$ cat config.mk
export PLATFORM = sky130hd
export DESIGN_NAME = temp_hyst_monitor_nch
export DESIGN_NICKNAME = d
export VERILOG_FILES = /design/src/rtl/temp_hyst_monitor_nch.sv
export SDC_FILE = /design/constraint.sdc
export NUM_CORES = 1
export LEC_CHECK = 0
export CORE_MARGIN = 4
export CORE_UTILIZATION = 55
export DETAILED_ROUTE_END_ITERATION = 8
export HOLD_SLACK_MARGIN = 0.1
export PLACE_DENSITY = 0.76
export SYNTH_ARGS = -nofsm -noshare
export SYNTH_HDL_FRONTEND = slang
export SYNTH_SLANG_ARGS = --single-unit
$ cat constraint.sdc
create_clock -name clk -period 4.7 [get_ports clk]
set_input_delay 0.47 -clock clk [delete_from_list [all_inputs] [get_ports clk]]
set_output_delay 0.47 -clock clk [all_outputs]
set_load 0.02 [all_outputs]
$ cat src/rtl/temp_hyst_monitor_nch.sv
// Multi-channel sample averager with a per-channel hysteresis warning flag.
// Averages 2^AVG_LOG2 samples per channel and presents results on a back-pressured port.
module temp_hyst_monitor_nch #(
  parameter int unsigned WIDTH    = 16,
  parameter int unsigned CHANNELS = 4,
  parameter int unsigned AVG_LOG2 = 3,
  localparam int unsigned CH_W    = (CHANNELS > 1) ? $clog2(CHANNELS) : 1
) (
  input  logic                clk,
  input  logic                rst,
  input  logic                sample_valid,
  input  logic [CH_W-1:0]     sample_ch,
  input  logic [WIDTH-1:0]    sample_data,
  output logic                sample_ready,
  input  logic [CHANNELS-1:0] ch_en,
  input  logic                thr_we,
  input  logic                thr_sel,
  input  logic [CH_W-1:0]     thr_ch,
  input  logic [WIDTH-1:0]    thr_data,
  output logic                avg_valid,
  input  logic                avg_ready,
  output logic [CH_W-1:0]     avg_ch,
  output logic [WIDTH-1:0]    avg_data,
  output logic [CHANNELS-1:0] warn
);

  localparam int unsigned ACC_W = WIDTH + AVG_LOG2;
  localparam int unsigned CNT_W = (AVG_LOG2 > 0) ? AVG_LOG2 : 1;
  localparam logic [CNT_W-1:0] CNT_LAST = CNT_W'((1 << AVG_LOG2) - 1);

  typedef enum logic {
    ST_NORMAL = 1'b0,
    ST_WARN   = 1'b1
  } state_t;

  logic [ACC_W-1:0] r_acc    [CHANNELS];
  logic [CNT_W-1:0] r_cnt    [CHANNELS];
  logic [WIDTH-1:0] r_thr_hi [CHANNELS];
  logic [WIDTH-1:0] r_thr_lo [CHANNELS];
  state_t           r_state  [CHANNELS];

  logic             r_avg_valid;
  logic [CH_W-1:0]  r_avg_ch;
  logic [WIDTH-1:0] r_avg_data;

  // Copy of the just-produced average, compared one edge after it loads.
  logic             r_ev_valid;
  logic [CH_W-1:0]  r_ev_ch;
  logic [WIDTH-1:0] r_ev_data;

  logic                w_accept;
  logic [CHANNELS-1:0] w_hit;
  logic [CHANNELS-1:0] w_last;
  logic                w_done;
  logic [WIDTH-1:0]    w_done_data;
  logic [ACC_W-1:0]    w_sum [CHANNELS];

  assign sample_ready = !rst && !(r_avg_valid && !avg_ready);
  assign avg_valid    = r_avg_valid;
  assign avg_ch       = r_avg_ch;
  assign avg_data     = r_avg_data;

  // Channel decode and completion detect; an out-of-range channel matches nothing.
  always_comb begin
    w_accept    = sample_valid && sample_ready;
    w_done      = 1'b0;
    w_done_data = '0;
    for (int i = 0; i < int'(CHANNELS); i++) begin
      w_sum[i]  = r_acc[i] + ACC_W'(sample_data);
      w_hit[i]  = w_accept && ch_en[i] && (sample_ch == CH_W'(i));
      w_last[i] = (r_cnt[i] == CNT_LAST);
      if (w_hit[i] && w_last[i]) begin
        w_done      = 1'b1;
        w_done_data = WIDTH'(w_sum[i] >> AVG_LOG2);
      end
    end
  end

  always_comb begin
    warn = '0;
    for (int i = 0; i < int'(CHANNELS); i++) begin
      warn[i] = (r_state[i] == ST_WARN);
    end
  end

  always_ff @(posedge clk) begin
    if (rst) begin
      r_avg_valid <= 1'b0;
      r_avg_ch    <= '0;
      r_avg_data  <= '0;
      r_ev_valid  <= 1'b0;
      r_ev_ch     <= '0;
      r_ev_data   <= '0;
      for (int i = 0; i < int'(CHANNELS); i++) begin
        r_acc[i]    <= '0;
        r_cnt[i]    <= '0;
        r_thr_hi[i] <= '1;
        r_thr_lo[i] <= '0;
        r_state[i]  <= ST_NORMAL;
      end
    end else begin
      // A new load wins over a simultaneous take.
      if (w_done) begin
        r_avg_valid <= 1'b1;
        r_avg_ch    <= sample_ch;
        r_avg_data  <= w_done_data;
      end else if (avg_ready) begin
        r_avg_valid <= 1'b0;
      end

      r_ev_valid <= w_done;
      r_ev_ch    <= sample_ch;
      r_ev_data  <= w_done_data;

      for (int i = 0; i < int'(CHANNELS); i++) begin
        if (!ch_en[i]) begin
          r_acc[i] <= '0;
          r_cnt[i] <= '0;
        end else if (w_hit[i]) begin
          if (w_last[i]) begin
            r_acc[i] <= '0;
            r_cnt[i] <= '0;
          end else begin
            r_acc[i] <= w_sum[i];
            r_cnt[i] <= r_cnt[i] + CNT_W'(1);
          end
        end

        if (thr_we && (thr_ch == CH_W'(i))) begin
          if (thr_sel) r_thr_hi[i] <= thr_data;
          else         r_thr_lo[i] <= thr_data;
        end

        // Each state checks only its exit threshold, so low > high stays well defined.
        if (!ch_en[i]) begin
          r_state[i] <= ST_NORMAL;
        end else if (r_ev_valid && (r_ev_ch == CH_W'(i))) begin
          case (r_state[i])
            ST_NORMAL: if (r_ev_data > r_thr_hi[i]) r_state[i] <= ST_WARN;
            ST_WARN:   if (r_ev_data < r_thr_lo[i]) r_state[i] <= ST_NORMAL;
            default:   r_state[i] <= ST_NORMAL;
          endcase
        end
      end
    end
  end

endmodule

==> results.toml, run 1 <==
[synth]
yosys.area.top_type_share_pct = 41.3
synth_flop_cell = "edfxtp_1"
ys_types = 76
synth_sequential_area_ratio_pct = 46.1
synthCells = 1518
syn_area_um2 = 16000
async_reset_ff_share_pct = 0
post_synth.cell_area_avg_um2 = 10.5
synth_edf_count = 220
synth-seq-cells = 258
yosys_warnings = 0
synth_nets = 1764
synth_area_leaders = "edfxtp_1 41%, ha_1 15%, dfxtp_1 4.8%"
yosysTopAreaCell = "edfxtp_1"

[floorplanning]
fp.coreArea_um2 = 28700
rows = 62
ios = 70
start_util_pct = 55.7
die_y_um = 179
dieArea_um2 = 31900
die_width_um = 179

[power_and_ir_drop]
p_leak_nw = 8.07
cellPowerDensity_nw_per_um2 = 313
power.total_mw = 5.68
ir_drop_uv = 289

[clock_tree]
cts_tree = "yes"
cts_max_level = 1
post_cts_resized = 0
cts_sinks = 258
cts_buffers = 28
clock_latency_ns = 0.54
clock_path_buffers = 3
cts_setup_buffers = 0
cts-root-buf = "clkbuf_16"
cts_hold_buf = 0
clk_pin_slew_ns = 0.06

[layout]
area_growth_pct = 13.5
fin_cells = 2007
drive_gt1_share_pct = 6.66
fillers = 2274
finish.utilization_pct = 63.3
register_area_um2 = 7370
fin_nets = 1846
multiInputGateArea_um2 = 7960

[sta]
rsz0062_at_grt = "false"
tightest_slew_ns = 1.11
period_share_pct = 70.4
maxSlewHeadroom_pct = 25.7
hold_violations = 0
drv_slew = 0
finalCriticalPeriod_ns = 3.31
max_freq_mhz = 302
setup_viol = 0
clock-skew-final_ns = 0.00802
tns_ns = 0

[outcome]
status = "finished clean"

[route]
drt_iter0_markers = 1011
vias = 11600
routedWlPerCell_um = 19.3
via_per_inst = 5.80
finalWirelength_um = 38800
drc_errors = 0
first_pass_iters = 5
final_antenna_net_count = 0

[critical_path]
crit_slowest_cell = "clkdlybuf4s50_1"
end_kind = "flip-flop"
crit_type = "input port to flip-flop"
arrival_ns = 3.73
crit_fanout = 7
cpPeakStageDelay_ns = 0.69
path_cells = "clkdlybuf4s50_1 > inv_1 > fa_1 > nor2b_1 > o31ai_1 > nand3_1 > a21oi_2 > nor3b_1 > o31ai_2 > xor2_1 > o21ai_1 > a311o_1"
worst_setup_path_start_kind = "input port"
critPathRequiredTime_ns = 5.12

[global_routing]
grt_pass1_vias = 11200
grt_remaining_overflow = 0
grt_pass1_wl_um = 60200
grt_use_total_pct = 24.2
grt_max_degree = 23
antenna_found_initial = 0

[placement]
port_buffers = 69
dp.final_hpwl_um = 28700
place.gp.congestion = 0.912
dp.cells = 1954

[worst_hold_path]
hold_path.class = "flip-flop to flip-flop"

[run]
maxCapViolations = 0
critical path, delay by kind of cell:
family	cells	cell delay [ns]
AO/OA/AOI/OAI	5	0.82
XOR/XNOR	1	0.21
adder cells (fa/ha/maj)	1	0.46
buffers and inverters	2	0.86
AND/OR/NAND/NOR	3	0.90
per-stage QoR:
step	worst slack (ns)	hold WS, ns	area [um2]
final	1.39	0.474	18200
after global routing	1.15	0.511	18200
after CTS	1.50	0.471	18200
after detailed placement	0.934	0.463	17200
after global placement	0.997	0.464	17200
after floorplan	1.76	0.529	16000
power by group:
group	internal (mW)	switching, mW	total (mW)
clock	1.40	0.921	2.32
combinational	0.285	0.433	0.718
sequential	2.60	0.0384	2.64
total	4.29	1.39	5.68
layout by cell type, fill, tap and decap left out, types with 5 or more instances in the layout:
| cell | synthesis | layout |
|---|---|---|
| and2_1 | 91 | 91 |
| clkbuf_16 | 0 | 32 |
| o21ai_0 | 65 | 58 |
| or2_2 | 22 | 22 |
| o211ai_1 | 14 | 14 |
| nor3_1 | 17 | 15 |
| a211oi_2 | 5 | 5 |
| nand2b_1 | 64 | 64 |
| inv_1 | 148 | 148 |
| a21oi_1 | 87 | 87 |
| a21o_1 | 51 | 51 |
| nor2b_1 | 27 | 27 |
| xor2_1 | 30 | 30 |
| o21ai_1 | 9 | 15 |
| o22a_1 | 5 | 5 |
| nand3_1 | 14 | 14 |
| xnor2_1 | 33 | 33 |
| nor2_1 | 121 | 121 |
| edfxtp_1 | 220 | 220 |
| clkdlybuf4s50_1 | 0 | 69 |
| clkinv_2 | 0 | 6 |
| o21bai_1 | 11 | 11 |
| a2111oi_0 | 5 | 5 |
| ha_1 | 196 | 196 |
| a21boi_0 | 5 | 5 |
| a211oi_1 | 11 | 11 |
| a221o_1 | 5 | 5 |
| clkbuf_8 | 0 | 8 |
| nor3b_1 | 7 | 7 |
| buf_4 | 4 | 14 |
| nand2_1 | 53 | 53 |
| o21a_1 | 14 | 14 |
| nand4_1 | 27 | 27 |
| dfxtp_1 | 38 | 38 |
| a31oi_1 | 7 | 7 |
| a22oi_1 | 5 | 5 |
Yosys cell counts (9+ instances only):
cell type,n
o21bai_1,11
nor3_1,17
o21ai_0,65
and2_1,91
a211oi_1,11
nor2b_1,27
o21ai_1,9
a21oi_1,87
nand2_1,53
nor2_1,121
dfxtp_1,38
o21a_1,14
ha_1,196
nand3_1,14
or2_2,22
xor2_1,30
nand2b_1,64
o211ai_1,14
a21o_1,51
xnor2_1,33
nand4_1,27
clkbuf_1,22
inv_1,148
edfxtp_1,220
kinds of logic (layout without fill, tap and decap cells):
family                     after synthesis  count (layout)  synth area share (%)
AOI/OAI and AO/OA                      339             339                  14.0
xor gates and xnor gates                63              63                  3.45
adders and majority gates              200             200                  15.8
buffers and inverters                  180             284                  4.34
DFF                                    258             258                  46.1
muxes                                    2               2                 0.125
other                                    0               1                     0
and+or+nand+nor                        476             476                  16.2
final timing paths:
| check | from | endpoint | slack, ns | cells past startpoint |
|---|---|---|---|---|
| setup / recovery | sample_data[1] | avg_data[15]$_SDFFE_PP0P_ | 1.39 | 12 |
| hold / removal | avg_ch[0]$_SDFFE_PP0P_ | avg_ch[0]$_SDFFE_PP0P_ | 0.47 | 2 |
| setup reg to reg | r_acc[1][0]$_SDFFCE_PN0P_ | avg_data[15]$_SDFFE_PP0P_ | 1.52 | 11 |
| hold reg to reg | avg_ch[0]$_SDFFE_PP0P_ | avg_ch[0]$_SDFFE_PP0P_ | 0.47 | 2 |
routing by layer:
layer	track usage (%)	up-vias	wire length, um
met4	6.46	0	951
met1	34.7	5561	17600
met5	0	-	0
met3	3.62	72	2520
li1	-	5640	-
met2	38.8	370	17700
final cells by class:
type	count	area share (%)
Tap cell	384	2.65
Clock buffer	42	5.06
Inverter	149	3.08
Multi-Input combinational cell	1080	43.8
Timing Repair Buffer	83	4.38
Antenna cell	1	0.0138
Sequential cell	258	40.6
Clock inverter	10	0.434
flip-flops by register name (all words and copies together), names as in the netlist, 2 cells and up:
register / cells
r_cnt: 12
r_thr_hi: 64
r_thr_lo: 64
avg_data: 16
r_ev_data: 16
r_ev_ch: 2
r_acc: 76
r_state: 4
avg_ch: 2
No activity file was read; power rests on OpenSTA's default activity.
==> run 2, diff against run 1 <==
Settings changed: PLACE_DENSITY 0.76 to 0.79.
Clock period 4.7 ns to 2.8 ns, I/O delays scaled along.
==> run 2 against run 1 <==
  * The run now ends with negative setup slack left
  * Final cell count is 9.8% higher
  * Sequential cell count unchanged
  * Clock power up 62%
  * Die area did not move
  * Count of clock-buffer cells in the layout fell by 4
  * Non-clock buffer count up 198
  * Clock skew grew 0.012 ns
  * Critical path depth is the same
  * Cell area up 9.3%
  * Sequential share of layout area decreased by 3.5 points
  * Global-route usage up 2.8 points
  * Setup slack got worse by 1.4 ns
  * Largest power group unchanged
==> results.toml, run 2 (same netlist as run 1, synthesis figures left out) <==
[layout]
layout_commonest_cell = "edfxtp_1"
top_regs = "r_acc x76, r_thr_hi x64, r_thr_lo x64"
num_antenna_cells = 0
largest_reg_flops = 76
area_growth_pct = 24.1
drive_gt1_share_pct = 18.5
regMostFlops = "r_acc"
fin_nets = 2044
mostFrequentLayoutCells = "220 x edfxtp_1, 211 x buf_4, 192 x ha_1, 148 x inv_1, 121 x nor2_1"

[critical_path]
crit_fanout = 2
timing.rr.start = "r_acc[0][0]$_SDFFCE_PN0P_"
reg2reg_slack_ns = -0.05
crit_slowest_cell = "fa_2"
path_cells = "ha_4 > fa_2 > a211oi_4 > buf_4 > buf_4 > o21bai_1 > a21oi_1 > xor2_1 > o221ai_1 > o22a_1 > a21oi_1 > nor2_1"
timing.rr.end = "avg_data[3]$_SDFFE_PP0P_"
arrival_ns = 3.28
critPathRequiredTime_ns = 3.23
worst_setup_path_start_kind = "flip-flop"
cpPeakStageDelay_ns = 0.42
end_kind = "flip-flop"
crit_type = "flip-flop to flip-flop"
cp-startpoint = "r_acc[0][0]$_SDFFCE_PN0P_"
ff2ff_path_depth = 12
critPathCapture = "avg_data[3]$_SDFFE_PP0P_"

[route]
first_pass_iters = 5
vias = 12900
final_antenna_net_count = 0
routedWlPerCell_um = 19.7
drt_iter0_markers = 1193
finalWirelength_um = 43400
drc_errors = 0
via_per_inst = 5.84

[sta]
setup_viol = 3
tns_ns = -0.113
drv_slew = 0
timing.hold.ws_ns = 0.370
worst_slack_ns = -0.0511
clock-skew-final_ns = 0.0197
finalCriticalPeriod_ns = 2.85
maxSlewHeadroom_pct = 18.2
period_share_pct = 102
tightest_slew_ns = 1.22
hold_violations = 0
max_freq_mhz = 351
rsz0062_at_grt = "true"

[power_and_ir_drop]
cellPowerDensity_nw_per_um2 = 492
ir_drop_uv = 449
p_leak_nw = 9.10
power.total_mw = 9.77

[floorplanning]
die_y_um = 179
dieArea_um2 = 31900
fp.coreArea_um2 = 28700
rows = 62
start_util_pct = 55.7
ios = 70
die_width_um = 179

[placement]
dp.final_hpwl_um = 32200
port_buffers = 69
place.gp.congestion = 0.921

[global_routing]
grt_pass1_wl_um = 67500
grt_pass1_vias = 12900
antenna_found_initial = 0
grt_use_total_pct = 27.0
grt_remaining_overflow = 0
grt_max_degree = 23

[clock_tree]
cts-root-buf = "clkbuf_16"
cts_sinks = 258
cts_buffers = 28
clock_latency_ns = 0.56
clock_path_buffers = 3
cts_tree = "yes"
cts_max_level = 1
clk_pin_slew_ns = 0.06

[worst_hold_path]
whs_path_depth = 3
hold_path.class = "input port to flip-flop"

[outcome]
status = "finished, violations left"
violations = "negative setup slack"

[run]
maxCapViolations = 0
-- run 2: routing by layer --
| layer | vias up | wire, um | track usage [%] |
|---|---|---|---|
| met2 | 498 | 20100 | 43.6 |
| met3 | 96 | 3290 | 3.98 |
| met4 | 0 | 1450 | 9.02 |
| met5 | - | 0 | 0 |
| li1 | 6031 | - | - |
| met1 | 6236 | 18500 | 37.5 |
-- run 2: how the worst min path moves through the flow --
stage	start	end	slack, ns
after detailed placement	avg_ch[0]$_SDFFE_PP0P_	avg_ch[0]$_SDFFE_PP0P_	0.45
after floorplan	sample_ch[0]	r_ev_ch[0]$_SDFF_PP0_	0.41
after CTS	sample_ch[0]	avg_ch[0]$_SDFFE_PP0P_	0.46
after global routing	sample_data[0]	r_acc[0][0]$_SDFFCE_PN0P_	0.42
final	sample_data[0]	r_acc[0][0]$_SDFFCE_PN0P_	0.37
after global placement	avg_ch[0]$_SDFFE_PP0P_	avg_ch[0]$_SDFFE_PP0P_	0.44
-- run 2: report_power, final --
part | leakage, nW | total (mW) | internal, mW | switching (mW)
Combinational | 6.05 | 1.57 | 0.730 | 0.843
Clock | 0.463 | 3.76 | 2.18 | 1.57
Sequential | 2.59 | 4.44 | 4.37 | 0.0732
-- run 2: area by class of cell --
type,instances,area (um2)
fill,2069,8850
multi-input combinational,1080,8230
sequential,258,7370
timing repair buffer,281,2290
clock buffer,38,842
inverter,149,559
tap,384,480
clock inverter,14,86.3
-- run 2: worst max-delay path, delay by kind of cell, from the launching register on --
family	cells	cell delay [ns]
and+or+nand+nor	1	0.05
xor gates and xnor gates	1	0.30
DFF	1	0.41
AOI/OAI and AO/OA	6	1.11
buffers and inverters	2	0.25
adders and majority gates	2	0.61
-- run 2: timing repair --
item	CTS	global route
setup endpoints to repair	9	31
gates resized for setup	8	51
buffers inserted	1	7
pin swaps	6	26
hold buffers	0	0
-- run 2: stage by stage --
stage | instance area [um2] | setup slack [ns] | utilization (%) | std cells
6_report | 19900 | -0.0511 | 69.2 | 2204
3_3_place_gp | 18600 | -0.624 | 64.7 | 2144
4_1_cts | 19600 | -0.00898 | 68.1 | 2197
2_1_floorplan | 16000 | 0.101 | - | 1518
3_5_place_dp | 18600 | -0.633 | 64.7 | 2144
5_1_grt | 19900 | -0.116 | 69.2 | 2204
